### config.mk
export PLATFORM = sky130hd
export DESIGN_NAME = seg_mode_scanner
export DESIGN_NICKNAME = d
export VERILOG_FILES = /design/src/rtl/seg_mode_scanner.sv
export SDC_FILE = /design/constraint.sdc
export NUM_CORES = 1
export LEC_CHECK = 0
export BUFFER_PORTS_ARGS = -buffer_cell sky130_fd_sc_hd__buf_2
export CORE_AREA = 10 10 89 106
export DETAILED_ROUTE_END_ITERATION = 16
export DIE_AREA = 0 0 99 116
export GPL_TIMING_DRIVEN = 0
export PLACE_DENSITY = 0.65
export SYNTH_ARGS = -nofsm -noshare
export SYNTH_HDL_FRONTEND = slang
export SYNTH_SLANG_ARGS = --single-unit
### constraint.sdc
create_clock -name clk -period 6.8 [get_ports clk]
set_input_delay 0.68 -clock clk [delete_from_list [all_inputs] [get_ports clk]]
set_output_delay 0.68 -clock clk [all_outputs]
set_load 0.03 [all_outputs]
### src/rtl/seg_mode_scanner.sv
// seg_mode_scanner: debounced mode sequencer and 8-digit 7-segment scan controller
// with frame-aligned source switching and alarm-edit blinking.
module seg_mode_scanner #(
    parameter int DEB_CYCLES = 20,
    parameter int SCAN_DIV   = 1,
    parameter int BLINK_HALF = 250
) (
    input  logic        clk,
    input  logic        rst,
    input  logic        mode_btn,
    input  logic [31:0] watch_bcd,
    input  logic [31:0] sw_bcd,
    input  logic [31:0] alarm_bcd,
    input  logic [7:0]  dp_mask,
    input  logic [7:0]  edit_mask,
    output logic [1:0]  mode,
    output logic        mode_chg,
    output logic [7:0]  seg_dat,
    output logic [7:0]  seg_com
);
    localparam int DW = $clog2(DEB_CYCLES + 1);
    localparam int PW = $clog2(SCAN_DIV + 1);
    localparam int BW = $clog2(2 * BLINK_HALF + 1);
    localparam logic [DW-1:0] DEB_MAX = DW'(DEB_CYCLES - 1);
    localparam logic [PW-1:0] PRE_MAX = PW'(SCAN_DIV - 1);
    localparam logic [BW-1:0] BLK_MAX = BW'(2 * BLINK_HALF - 1);
    localparam logic [BW-1:0] BLK_HALF = BW'(BLINK_HALF);

    logic [1:0]    sync;
    logic          acc;
    logic [DW-1:0] deb;
    logic [PW-1:0] pre;
    logic [2:0]    idx;
    logic [1:0]    disp_sel;
    logic [BW-1:0] blink;
    logic          flip, rise, tick, blank;
    logic [31:0]   src;
    logic [3:0]    nib;
    logic [6:0]    glyph;

    assign flip = (sync[1] != acc) && (deb == DEB_MAX);
    assign rise = flip && !acc;
    assign tick = pre == PRE_MAX;

    always_comb begin
        src   = disp_sel == 2'd2 ? alarm_bcd : disp_sel == 2'd1 ? sw_bcd : watch_bcd;
        nib   = src[{idx, 2'b00} +: 4];
        blank = blink >= BLK_HALF && disp_sel == 2'd2 && edit_mask[idx];
        case (nib)
            4'd0:    glyph = 7'h3F;
            4'd1:    glyph = 7'h06;
            4'd2:    glyph = 7'h5B;
            4'd3:    glyph = 7'h4F;
            4'd4:    glyph = 7'h66;
            4'd5:    glyph = 7'h6D;
            4'd6:    glyph = 7'h7D;
            4'd7:    glyph = 7'h07;
            4'd8:    glyph = 7'h7F;
            4'd9:    glyph = 7'h6F;
            default: glyph = 7'h00;
        endcase
    end

    always_ff @(posedge clk or negedge rst) begin
        if (!rst) begin
            sync     <= '0;
            acc      <= 1'b0;
            deb      <= '0;
            mode     <= 2'd0;
            mode_chg <= 1'b0;
            pre      <= '0;
            idx      <= '0;
            disp_sel <= 2'd0;
            blink    <= '0;
            seg_dat  <= 8'h00;
            seg_com  <= 8'hFF;
        end else begin
            sync     <= {sync[0], mode_btn};
            deb      <= (sync[1] == acc || flip) ? '0 : deb + 1'b1;
            acc      <= flip ? ~acc : acc;
            mode_chg <= rise;
            if (rise)
                mode <= mode == 2'd2 ? 2'd0 : mode + 1'b1;
            pre <= tick ? '0 : pre + 1'b1;
            if (tick)
                idx <= idx + 1'b1;
            // source only switches on the 7->0 wrap so a frame never mixes sources
            if (tick && idx == 3'd7)
                disp_sel <= mode;
            blink   <= (rise || blink == BLK_MAX) ? '0 : blink + 1'b1;
            seg_com <= ~(8'b1 << idx);
            seg_dat <= blank ? 8'h00 : {dp_mask[idx], glyph};
        end
    end
endmodule

==> results_dict.tcl <==
set metrics [dict create \
    drt_pre_antenna_iters 4 \
    p_clk_share_pct 31.2 \
    async_flop_share_pct 100.0 \
    area.growth.synth_to_final_pct 30.73 \
    viasPerCell 5.216 \
    p_sw_share_pct 25.06 \
    rows 34 \
    clock.fmax_mhz 359.4 \
    peakVddDrop_uv 120.6 \
    synth-seq-cells 41 \
    wl_mm 9.017 \
    cts_made_buffers 5 \
    nets 518 \
    ys_warn_count 0 \
    crit_arrival_ps 2990 \
    multiInputGateArea_um2 1650 \
    gr-usage-met1_pct 17.43 \
    drt_iter0_markers 79 \
    port_buffers 133 \
    track_usage_pct 15.35 \
    grt_pass1_wl_mm 14.26 \
    p_seq_share_pct 51.7 \
    start_util_pct 39.23 \
    worst_pin_slew_ps 871.2 \
    post_drt_wl_per_cell_um 18.52 \
    hp-class "reg2reg" \
    worstSetupEndpointType "register" \
    status "finished, final reports clean" \
    drcViolationCount 0 \
    combPwrFrac_pct 17.0 \
    cts_max_level 2 \
    relSlewSlack_pct 41.92 \
    ant_nets 0 \
    coreArea_um2 7274 \
    antenna_found_initial 0 \
    synthCells 252 \
    grt.overflow.total 0 \
    clk_latency_ps 290 \
    grt_max_degree 42 \
    crit_type "reg2reg" \
    post-cts-setup-buffer-count 0 \
    cap_viol_max_count 0 \
    nFillCells 676 \
    die_x_um 99 \
    cp.required_ps 7010 \
    cts.clk_slew.worst_paths_ps 80 \
    report.final.slew_viol_count 0 \
    seq_area_um2 1036 \
    holdWs_ps 376.0 \
    p_total_uw 489.2 \
    synth_edf_count 0 \
    p_per_area_nw_per_um2 131.1 \
    cts-resized-gates 0 \
    grtUsageMet3_pct 7.266 \
    clkSinkCount 41 \
    synth.avg_cell_area_um2 11.33 \
    met2_usage_pct 25.61 \
    synth.distinct_cells 61 \
    die_h_um 116 \
    ios 134 \
    tritoncts "built" \
    synth_ff_type "dfrtp_1" \
    final_hold_viol_count 0 \
    fin_skew_ps 8.300 \
    routed-via-count 2540 \
    grt_pass1_vias 2882 \
    seq_area_frac_synth_pct 36.30 \
    gp_congestion 0.8238 \
    cp_max_fo 10 \
    setup_tns_ps 0 \
    drive_above_1_share_pct 49.49 \
    rsz0062_at_grt "no" \
    p_int_uw 366.6 \
    clock_path_buffers 2 \
    power.switching_uw 122.6 \
    finalCritPeriodShare_pct 40.92 \
    synth_fp_nets 377 \
    dp_hpwl_mm 7.731 \
    setup_violations 0 \
    p_leak_uw 0.001768 \
    globalRoute.busiestLayer "met2" \
    fin_crit_ps 2783 \
    netlist_area_um2 2854 \
    hold_buffers 0 \
    ctsRootBufferMaster "clkbuf_8" \
    final_util_pct 51.29 \
    critPathLaunchType "register" \
    die-area_um2 11480 \
]
critical path, stage by stage, from the launching register on:
cell and delay [ps]:
dfrtp_1 550, buf_6 210, buf_6 170, mux4_2 500, a211oi_1 270, o22a_2 250, inv_1 70, ha_1 190
or3_1 360, a21oi_1 150
final cells by class:
type	instances	share of cell area [%]
antenna	3	0.2012
buffer	14	3.085
tap	90	3.018
inverter	14	1.408
clock buffer	5	1.844
clock inverter	3	0.4695
multi-input combinational	183	44.23
sequential	41	27.77
timing repair buffer	134	17.97
cell usage after synthesis (all sizes together) (2+ instances only):
master	n	area, um2
a211oi	2	20.02
a21oi	11	55.05
a22oi	4	35.03
a31oi	4	55.05
buf	10	96.34
clkbuf	4	18.77
dfrtp	33	825.8
dfstp	8	210.2
ha	10	125.1
inv	14	52.55
mux2	8	93.83
mux4	22	525.5
nand2	23	86.33
nand2b	3	18.77
nand3	8	40.04
nand3b	3	22.52
nand4	2	12.51
nor2	26	100.1
nor2b	4	32.53
nor3	5	36.29
nor3b	3	22.52
o2111ai	2	17.52
o211ai	2	15.01
o21a	2	15.01
o21ai	9	48.79
o21bai	2	15.01
o32ai	2	17.52
xnor2	5	43.79
xor2	6	52.55
path summary, 6_finish.rpt:
check	startpoint	to	slack (ps)	depth (start not counted)
max	idx[1]	seg_dat[5]	4020	9
max reg2reg	idx[1]	seg_dat[5]	4020	9
max in group asynchronous	rst	blink[4]	5750	1
min	sync[0]	sync[1]	380	0
min in group asynchronous	rst	deb[3]	500	1
min reg2reg	sync[0]	sync[1]	380	0
state kept, by name, summed over array words and instances (netlist names):
signal and cells:
mode 2, deb 5, blink 9, mode_chg 1, disp_sel 2, seg_com 8, idx 3, acc 1
sync 2, seg_dat 8
metrics by stage:
stage | setup slack (ps) | cell area (um2) | cells
finish | 4017 | 3731 | 487
global route | 3861 | 3724 | 484
CTS | 3977 | 3724 | 484
detailed placement | 3995 | 3637 | 476
global placement | 4054 | 3632 | 475
floorplan | 4331 | 2854 | 252
per-layer routing:
| layer | up-vias | routed length, um |
|---|---|---|
| li1 | 1224 | - |
| met1 | 1173 | 3502 |
| met5 | - | 0 |
| met2 | 137 | 4274 |
| met4 | 0 | 66 |
| met3 | 6 | 1173 |
kinds of logic (layout without fill, tap and decap cells):
family                     Yosys count  count (layout)  synth area share (%)
muxes                               31              31                 22.05
and+or+nand+nor                     83              83                 15.30
AOI/OAI and AO/OA                   48              48                 12.71
xor gates and xnor gates            11              11                 3.376
adders and majority gates           10              10                 4.384
other                                0               3                     0
buffers and inverters               28             170                 5.875
DFF                                 41              41                 36.30
placed cells by master, fill, tap and decap left out, types with 8 or more instances in the layout:
cell type / synthesis / routed
dfrtp_1: 33 / 33
buf_2: 4 / 138
dfstp_2: 8 / 8
a21oi_1: 11 / 11
nand2_1: 23 / 23
nor2_1: 25 / 25
nand3_1: 8 / 8
mux4_2: 14 / 14
mux4_1: 8 / 8
inv_1: 11 / 11
ha_1: 10 / 10
power by group through the flow:
stage | registers [uW] | clock network, uW | logic, uW
2_1_floorplan | 266 | 0 | 29.6
3_3_place_gp | 258 | 0 | 83.3
3_5_place_dp | 258 | 0 | 84.6
4_1_cts | 253 | 160 | 85.0
5_1_grt | 254 | 167 | 92.0
6_report | 253 | 153 | 83.3
(Power assumes the default switching activity.)
